--- src/rtl/w_handler.sv ---
// AXI W-channel beat generator: emits burst_len transactions of (len+1) beats each, data = seed + running beat count.
// Latency: first beat valid one cycle after enable_i; one beat per cycle; done_o one cycle after the final handshake.
// Backpressure: w_valid_o is held and data/strb/last stay frozen while w_ready_i is low.
module w_handler #(
    parameter int DATA_WIDTH = 64,
    parameter int STRB_WIDTH = DATA_WIDTH / 8
) (
    input  logic                  clk_i,
    input  logic                  rst_ni,
    input  logic                  enable_i,
    input  logic [7:0]            burst_len_i,
    input  logic [7:0]            len_i,
    input  logic [DATA_WIDTH-1:0] seed_i,
    output logic                  ready_o,
    output logic                  done_o,
    output logic                  w_valid_o,
    input  logic                  w_ready_i,
    output logic [DATA_WIDTH-1:0] w_data_o,
    output logic [STRB_WIDTH-1:0] w_strb_o,
    output logic                  w_last_o
);

    typedef enum logic {
        IDLE,
        OPERATION
    } state_t;

    state_t                state_q;
    logic [7:0]            burst_q;
    logic [7:0]            len_q;
    logic [7:0]            beat_cnt_q;
    logic [7:0]            trans_cnt_q;
    logic [DATA_WIDTH-1:0] seed_q;
    logic [DATA_WIDTH-1:0] total_cnt_q;

    logic                  xfer;
    logic                  final_trans;
    logic [7:0]            beat_nxt;
    logic [DATA_WIDTH-1:0] total_nxt;

    assign xfer        = w_valid_o & w_ready_i;
    assign final_trans = (trans_cnt_q == burst_q - 8'd1);
    assign beat_nxt    = beat_cnt_q + 8'd1;
    assign total_nxt   = total_cnt_q + {{(DATA_WIDTH-1){1'b0}}, 1'b1};

    // Outputs are registered: each one is loaded with the value the counters will hold next cycle.
    always_ff @(posedge clk_i or negedge rst_ni) begin
        if (!rst_ni) begin
            state_q     <= IDLE;
            burst_q     <= '0;
            len_q       <= '0;
            seed_q      <= '0;
            beat_cnt_q  <= '0;
            trans_cnt_q <= '0;
            total_cnt_q <= '0;
            ready_o     <= 1'b1;
            done_o      <= 1'b0;
            w_valid_o   <= 1'b0;
            w_data_o    <= '0;
            w_strb_o    <= '0;
            w_last_o    <= 1'b0;
        end else begin
            done_o <= 1'b0;
            case (state_q)
                IDLE: begin
                    if (enable_i) begin
                        burst_q     <= burst_len_i;
                        len_q       <= len_i;
                        seed_q      <= seed_i;
                        beat_cnt_q  <= '0;
                        trans_cnt_q <= '0;
                        total_cnt_q <= '0;
                        if (burst_len_i != 8'd0) begin
                            state_q   <= OPERATION;
                            ready_o   <= 1'b0;
                            w_valid_o <= 1'b1;
                            w_data_o  <= seed_i;
                            w_strb_o  <= '1;
                            w_last_o  <= (len_i == 8'd0);
                        end else begin
                            done_o <= 1'b1;
                        end
                    end
                end
                OPERATION: begin
                    if (xfer) begin
                        total_cnt_q <= total_nxt;
                        w_data_o    <= seed_q + total_nxt;
                        if (w_last_o) begin
                            beat_cnt_q  <= '0;
                            trans_cnt_q <= trans_cnt_q + 8'd1;
                            if (final_trans) begin
                                state_q   <= IDLE;
                                ready_o   <= 1'b1;
                                done_o    <= 1'b1;
                                w_valid_o <= 1'b0;
                                w_strb_o  <= '0;
                                w_last_o  <= 1'b0;
                            end else begin
                                w_last_o <= (len_q == 8'd0);
                            end
                        end else begin
                            beat_cnt_q <= beat_nxt;
                            w_last_o   <= (beat_nxt == len_q);
                        end
                    end
                end
                default: state_q <= IDLE;
            endcase
        end
    end

endmodule
--- config.mk ---
export PLATFORM = sky130hd
export DESIGN_NAME = w_handler
export DESIGN_NICKNAME = d
export VERILOG_FILES = /design/src/rtl/w_handler.sv
export SDC_FILE = /design/constraint.sdc
export NUM_CORES = 1
export LEC_CHECK = 0
export CORE_UTILIZATION = 55
export DETAILED_ROUTE_END_ITERATION = 16
export PLACE_DENSITY = 0.78
export SLEW_MARGIN = 20
export SYNTH_ARGS = -nofsm -noshare
export SYNTH_HDL_FRONTEND = slang
export SYNTH_SLANG_ARGS = --single-unit
--- constraint.sdc ---
create_clock -name clk_i -period 8.7 [get_ports clk_i]
set_clock_uncertainty 0.1 [all_clocks]
set_input_delay 0.87 -clock clk_i [delete_from_list [all_inputs] [get_ports clk_i]]
set_output_delay 0.87 -clock clk_i [all_outputs]
set_load 0.005 [all_outputs]
==> flow_summary_export.csv, run 1 <==
group,metric,value,unit
status,status,"completed",
yosys,synth-seq-area-share,0.376,
yosys,synthFlopType,"dfrtp_1",
clocking,cts_tree,"built",
drt,num_vias,13700,
drt,drcViolationCount,0,
critical_path,cpLargestDelayFamily,"simple AND/OR/NAND/NOR gates",
floorplanning,die_h,169,um
timing,timing.slew.headroom,0.276,
placement,portBuffers,159,
floorplanning,rows,60,
floorplanning,ios,160,
yosys,synth-edff-count,0,
finish,multi_input_area,0.00905,mm^2
critical_path,r2r_setup_slack,3.05,ns
floorplanning,dieArea,0.0284,mm^2
clocking,cts.repair.resized,0,
yosys,yosysMostFrequentCell,"nand2_1",
critical_path,r2r_start,"total_cnt_q[0]",
critical_path,critical_path_buf_inv_count,0,
global_route,grt_pass1_wl,67500,um
yosys,yosys.area.top_type,"dfrtp_1",
drt,routed_wl,40200,um
critical_path,path_class,"flip-flop to flip-flop",
yosys,synth_top_cell_area_share,0.374,
critical_path,critPathMaxStageDelay,0.69,ns
power,ir_drop,0.133,mV
placement,hpwl,28300,um
critical_path,required,9.06,ns
timing,max_freq,177,MHz
clocking,cts_hold_buf,0,
finish,nFillCells,2235,
timing,finalSetupViolCount,0,
timing,rsz0062_at_grt,"false",
drt,first_iter_violations,1021,
critical_path,worst-path-max-fanout,10,
hold_path,hp-class,"input pin to async pin",
power,p_leak,8.77,nW
yosys,syn_avg_cell_area,8.27,um^2
yosys,synth_cell_types,78,
clocking,clkSinkCount,229,
clocking,cts_buffer_depth,3,
placement,place_ws,3.16,ns
finish,layout.nets,2099,
timing,fin_crit,5.65,ns
clocking,clkTransAtPathRegs,0.06,ns
drt,postRouteAntennaNets,0,
critical_path,crit_chain,"ha_1 > and3_1 > and2_0 > and3_1 > nand2_1 > or2_2 > nor2_1 > xor2_1 > ha_1 > nand4_1 > or3_1 > nand3b_1 > nor3_1 > nor2_1 > o41ai_1 > a21oi_1 > xnor2_1 > mux2i_1 > o21ai_0",
global_route,grt_pass1_vias,13300,
floorplanning,start_util,0.563,
yosys,syn_nets,2010,
drt,wl_per_cell,17.3,um
finish,drive_gt1_frac,0.0461,
critical_path,cp.arrival,6.01,ns
yosys,synthCells,1846,
placement,gp_congestion,0.973,
drt,viasPerCell,5.89,
floorplanning,die_width,169,um
finish,ff_latch_area,0.00574,mm^2
yosys,yosysWarnings,0,
critical_path,worst_setup_path_start_kind,"flip-flop",
timing,period_share,0.649,
critical_path,r2r-end,"w_data_o[47]",
critical_path,rr_worst_depth,19,
yosys,synthTopCellsByCount,"nand2_1 (463), dfrtp_1 (228), o21ai_0 (153), a21oi_1 (97), nor2_1 (92)",
finish,areaGrowthSynthToFinish,17.2,%
clocking,cts_inserted_buffers,27,
global_route,grt.overflow.total,0,
timing,final_hold_viol_count,0,
timing,tns,0,ns
global_route,antenna_found_initial,0,
yosys,synth-seq-cells,229,
clocking,htreeDepth,1,
timing,slew_viol_final,0,
floorplanning,coreArea,0.0271,mm^2
global_route,grt_usage,0.288,
yosys,synthTopCellsByArea,"dfrtp_1 (37%), nand2_1 (11%), ha_1 (6.5%), o21ai_0 (5.0%), xnor2_1 (4.9%)",
critical_path,cp-end-kind,"flip-flop",
clocking,postCtsSetupBuffers,0,
global_route,grt_max_degree,111,
power,powerDensity,165,mW/mm^2
finish,num_antenna_cells,0,
timing,tightestPinTransition,1.09,ns
clocking,clockRootBuffer,"clkbuf_16",
timing,setup_ws,3.05,ns
drt,dr.pass1.iters,7,
yosys,synthArstFlopShare,1.00,
yosys,netlist_area,0.0153,mm^2
clocking,clk_latency,0.55,ns
critical_path,critPathSlowestCell,"o41ai_1",
run,maxCapViolations,0,
==> final cells by class <==
cell class,count,share of cell area
Clock buffer,37,0.0432
Clock inverter,10,0.00665
Inverter,17,0.00357
Multi-Input combinational cell,1490,0.506
Sequential cell,229,0.321
Tap cell,372,0.0260
Timing Repair Buffer,170,0.0939
==> how the worst max path moves through the flow <==
stage,startpoint,to,slack (ns),cells after the start
4_1_cts,total_cnt_q[0],w_data_o[47],3.12,19
2_1_floorplan,total_cnt_q[0],w_data_o[47],4.01,22
6_report,total_cnt_q[0],w_data_o[47],3.05,19
3_5_place_dp,total_cnt_q[0],w_data_o[47],3.16,19
5_1_grt,total_cnt_q[0],w_data_o[47],2.63,19
3_3_place_gp,total_cnt_q[0],w_data_o[47],3.37,19
==> registers in the layout, summed over array words and instances (netlist names) <==
| register | flops |
|---|---|
| beat_cnt_q | 8 |
| total_cnt_q | 64 |
| w_strb_o | 1 |
| w_last_o | 1 |
| state_q | 1 |
| seed_q | 64 |
| ready_o | 1 |
| len_q | 8 |
| done_o | 1 |
| trans_cnt_q | 8 |
| w_data_o | 64 |
| burst_q | 8 |
==> cells in the final DEF (no fill, tap or decap), types with 12 or more instances in the layout <==
cell / synthesis / routed
clkdlybuf4s50_1: 0 / 158
xnor2_1: 86 / 86
o31ai_1: 21 / 21
dfrtp_1: 228 / 227
xor2_1: 65 / 65
ha_1: 79 / 79
mux2i_1: 47 / 47
and3_1: 30 / 29
clkbuf_16: 0 / 27
inv_1: 17 / 17
a31oi_1: 16 / 16
nor3b_1: 13 / 13
nor2_1: 92 / 92
o21bai_1: 18 / 18
nand2_1: 463 / 463
o21ai_0: 153 / 152
a21oi_1: 97 / 97
nor4_1: 12 / 12
nor3_1: 12 / 12
nand4_1: 31 / 31
or3_1: 12 / 12
a21o_1: 40 / 40
nand3_1: 68 / 67
==> cells by family after synthesis <==
family / Yosys count / share of synthesized area
muxes: 48 / 0.0316
xor gates and xnor gates: 151 / 0.0866
adders and majority gates: 80 / 0.0661
DFF: 229 / 0.376
buffers and inverters: 127 / 0.0342
AOI/OAI and AO/OA: 416 / 0.167
and+or+nand+nor: 795 / 0.239
==> worst register-to-register path, stage by stage, from the launching register on <==
cell and delay [ns]:
dfrtp_1 0.42, ha_1 0.20, and3_1 0.26, and2_0 0.27, and3_1 0.35, nand2_1 0.18
or2_2 0.36, nor2_1 0.13, xor2_1 0.25, ha_1 0.32, nand4_1 0.18, or3_1 0.36
nand3b_1 0.20, nor3_1 0.49, nor2_1 0.20, o41ai_1 0.69, a21oi_1 0.17, xnor2_1 0.19
mux2i_1 0.09, o21ai_0 0.16
==> layer usage <==
metal	global-route usage	wire length, um
met1	0.404	18600
met2	0.473	18600
met3	0.0318	2050
met4	0.0794	970
met5	0	0
==> stage by stage <==
| stage | instance area, um^2 | hold WS, ns | std cells | total power (W) | utilization |
|---|---|---|---|---|---|
| detailed placement | 17000 | 0.369 | 2278 | 0.00183 | 0.627 |
| global placement | 17000 | 0.359 | 2278 | 0.00182 | 0.627 |
| finish | 17900 | 0.284 | 2325 | 0.00296 | 0.660 |
| floorplan | 15300 | 0.352 | 1846 | 0.00154 | - |
| global route | 17900 | 0.350 | 2325 | 0.00309 | 0.660 |
| CTS | 17900 | 0.320 | 2325 | 0.00297 | 0.660 |
==> report_power, final <==
part / internal, W / total (W) / switching [W]
Clock: 0.000679 / 0.00114 / 0.000463
Sequential: 0.00119 / 0.00127 / 0.0000859
Combinational: 0.000292 / 0.000544 / 0.000252
Total: 0.00216 / 0.00296 / 0.000800
No activity file was read; power rests on OpenSTA's default activity.
==> inputs of run 2 (changes only) <==
==> constraint.sdc (replaced) <==
create_clock -name clk_i -period 5.3 [get_ports clk_i]
set_clock_uncertainty 0.1 [all_clocks]
set_input_delay 0.53 -clock clk_i [delete_from_list [all_inputs] [get_ports clk_i]]
set_output_delay 0.53 -clock clk_i [all_outputs]
set_load 0.005 [all_outputs]
==> run 2 against run 1 <==
- sequential power is 65% higher
- die area stayed put
- clock-buffer cell count is 2 lower
- setup slack worse by 2.7 ns
- combinational power is 67% higher
- total power is 67% higher
- worst hold slack better by 0.090 ns
- first-iteration DRC count is 4.8% higher
- sequential cell count stayed put
- largest cell class unchanged
- largest power group unchanged
- highest routed layer unchanged
==> flow_summary_export.csv, run 2 (synthesis gave the netlist of run 1 again) <==
group,metric,value,unit
status,status,"completed",
clocking,clk_latency,0.54,ns
placement,gp_congestion,0.921,
floorplanning,rows,60,
clocking,clkSinkCount,229,
critical_path,critPathMaxStageDelay,0.44,ns
placement,portBuffers,159,
timing,finalSetupViolCount,0,
timing,fin_crit,4.94,ns
placement,hpwl,28200,um
global_route,grt_pass1_vias,13500,
floorplanning,coreArea,0.0271,mm^2
critical_path,worst-path-max-fanout,7,
drt,postRouteAntennaNets,0,
clocking,cts_inserted_buffers,26,
power,p_total,0.00493,W
global_route,grt_max_degree,139,
critical_path,cp-end-kind,"flip-flop",
clocking,cts_buffer_depth,3,
timing,period_share,0.932,
finish,final_cell_mix,"nand2_1 (463), dfrtp_1 (226), clkdlybuf4s50_1 (158)",
clocking,htreeDepth,1,
timing,whs,0.374,ns
floorplanning,dieArea,0.0284,mm^2
clocking,clockRootBuffer,"clkbuf_16",
critical_path,worst_setup_path_start_kind,"flip-flop",
timing,tightestPinTransition,1.10,ns
finish,layout_commonest_cell,"nand2_1",
finish,num_antenna_cells,0,
timing,slew_viol_final,0,
clocking,clkTransAtPathRegs,0.06,ns
floorplanning,start_util,0.563,
drt,routed_wl,40400,um
timing,final_hold_viol_count,0,
global_route,met3_usage,0.0332,
drt,wl_per_cell,17.2,um
global_route,grt.overflow.total,0,
power,p_leak,8.91,nW
critical_path,path_class,"flip-flop to flip-flop",
global_route,grt_pass1_wl,67400,um
finish,areaGrowthSynthToFinish,18.9,%
drt,num_vias,13600,
finish,utilization,0.670,
timing,timing.slew.headroom,0.267,
finish,drive_gt1_frac,0.0608,
critical_path,critPathSlowestCell,"nor4_1",
drt,viasPerCell,5.81,
clocking,cts_tree,"built",
hold_path,hp-class,"flip-flop to flip-flop",
drt,dr.pass1.iters,6,
critical_path,crit_chain,"ha_1 > and3_1 > and2_2 > and3_2 > nand3_1 > nor2_1 > xor2_1 > ha_1 > nand2_1 > nor4_1 > o31ai_1 > a21oi_1 > a211oi_1 > buf_4 > o31a_1 > o31ai_2 > nor2_1 > or3b_1",
critical_path,required,5.61,ns
timing,max_freq,203,MHz
global_route,grt_util_met2,0.465,
global_route,grtUsageMet1,0.406,
finish,nFillCells,2256,
global_route,grt_usage,0.286,
run,maxCapViolations,0,
timing,rsz0062_at_grt,"false",
finish,reg_top3,"seed_q x64, total_cnt_q x64, w_data_o x64",
critical_path,cp.arrival,5.25,ns
global_route,antenna_found_initial,0,
drt,drcViolationCount,0,
power,ir_drop,0.208,mV
drt,first_iter_violations,1070,
power,powerDensity,272,mW/mm^2
floorplanning,die_h,169,um
global_route,grt-busiest-layer,"met2",
clocking,postCtsSetupBuffers,0,
finish,layout.nets,2118,
floorplanning,die_width,169,um
floorplanning,ios,160,
==> run 2: layout make-up <==
type                            count  area [um^2]  area share
Clock inverter                     13          171     0.00944
Multi-Input combinational cell   1490         9110       0.502
Sequential cell                   229         5740       0.316
Inverter                           17         63.8     0.00352
Tap cell                          372          465      0.0256
Clock buffer                       35          736      0.0405
Timing Repair Buffer              190         1870       0.103
==> run 2: per-stage QoR <==
step,instances,cell area [um^2],TNS (ns),setup slack (ns)
final,2346,18100,0,0.363
after global routing,2346,18100,0,0.0373
after CTS,2344,18100,0,0.0357
after detailed placement,2296,17100,-0.0491,-0.0362
after global placement,2296,17100,0,0.220
after floorplan,1846,15300,0,0.613
==> run 2: what timing repair did <==
item / CTS / global route
cloned: 0 / 0
setup endpoints to repair: 2 / 12
pin swaps: 0 / 1
hold buffers: 0 / 1
gates resized for setup: 1 / 12
hold endpoints to repair: 0 / 64
==> run 2: worst max-delay path: cells and delay by family (launching register included) <==
kind | cells | cell delay [ns]
flops | 1 | 0.43
buf+inv | 1 | 0.18
xor+xnor | 1 | 0.16
simple gates | 9 | 1.99
compound gates | 5 | 1.30
fa+ha+maj | 2 | 0.65
==> run 2: path summary, 6_finish.rpt <==
check	from	end	slack (ns)	cells past startpoint
hold reg to reg	w_data_o[7]	w_data_o[7]	0.37	2
hold / removal	w_data_o[7]	w_data_o[7]	0.37	2
max in group asynchronous	rst_ni	total_cnt_q[10]	3.37	4
setup reg to reg	total_cnt_q[0]	w_data_o[56]	0.36	18
min in group asynchronous	rst_ni	seed_q[9]	0.40	2
setup / recovery	total_cnt_q[0]	w_data_o[56]	0.36	18
==> run 2: per-layer routing <==
layer	part of all wire	up-vias
li1	-	6623
met1	0.47	6496
met2	0.45	441
met3	0.057	71
met4	0.020	0
met5	0	-
==> run 2: power by group <==
part	internal (W)	switching (W)	total, W
registers	0.00195	0.000142	0.00209
logic	0.000486	0.000421	0.000907
clock network	0.00117	0.000764	0.00193
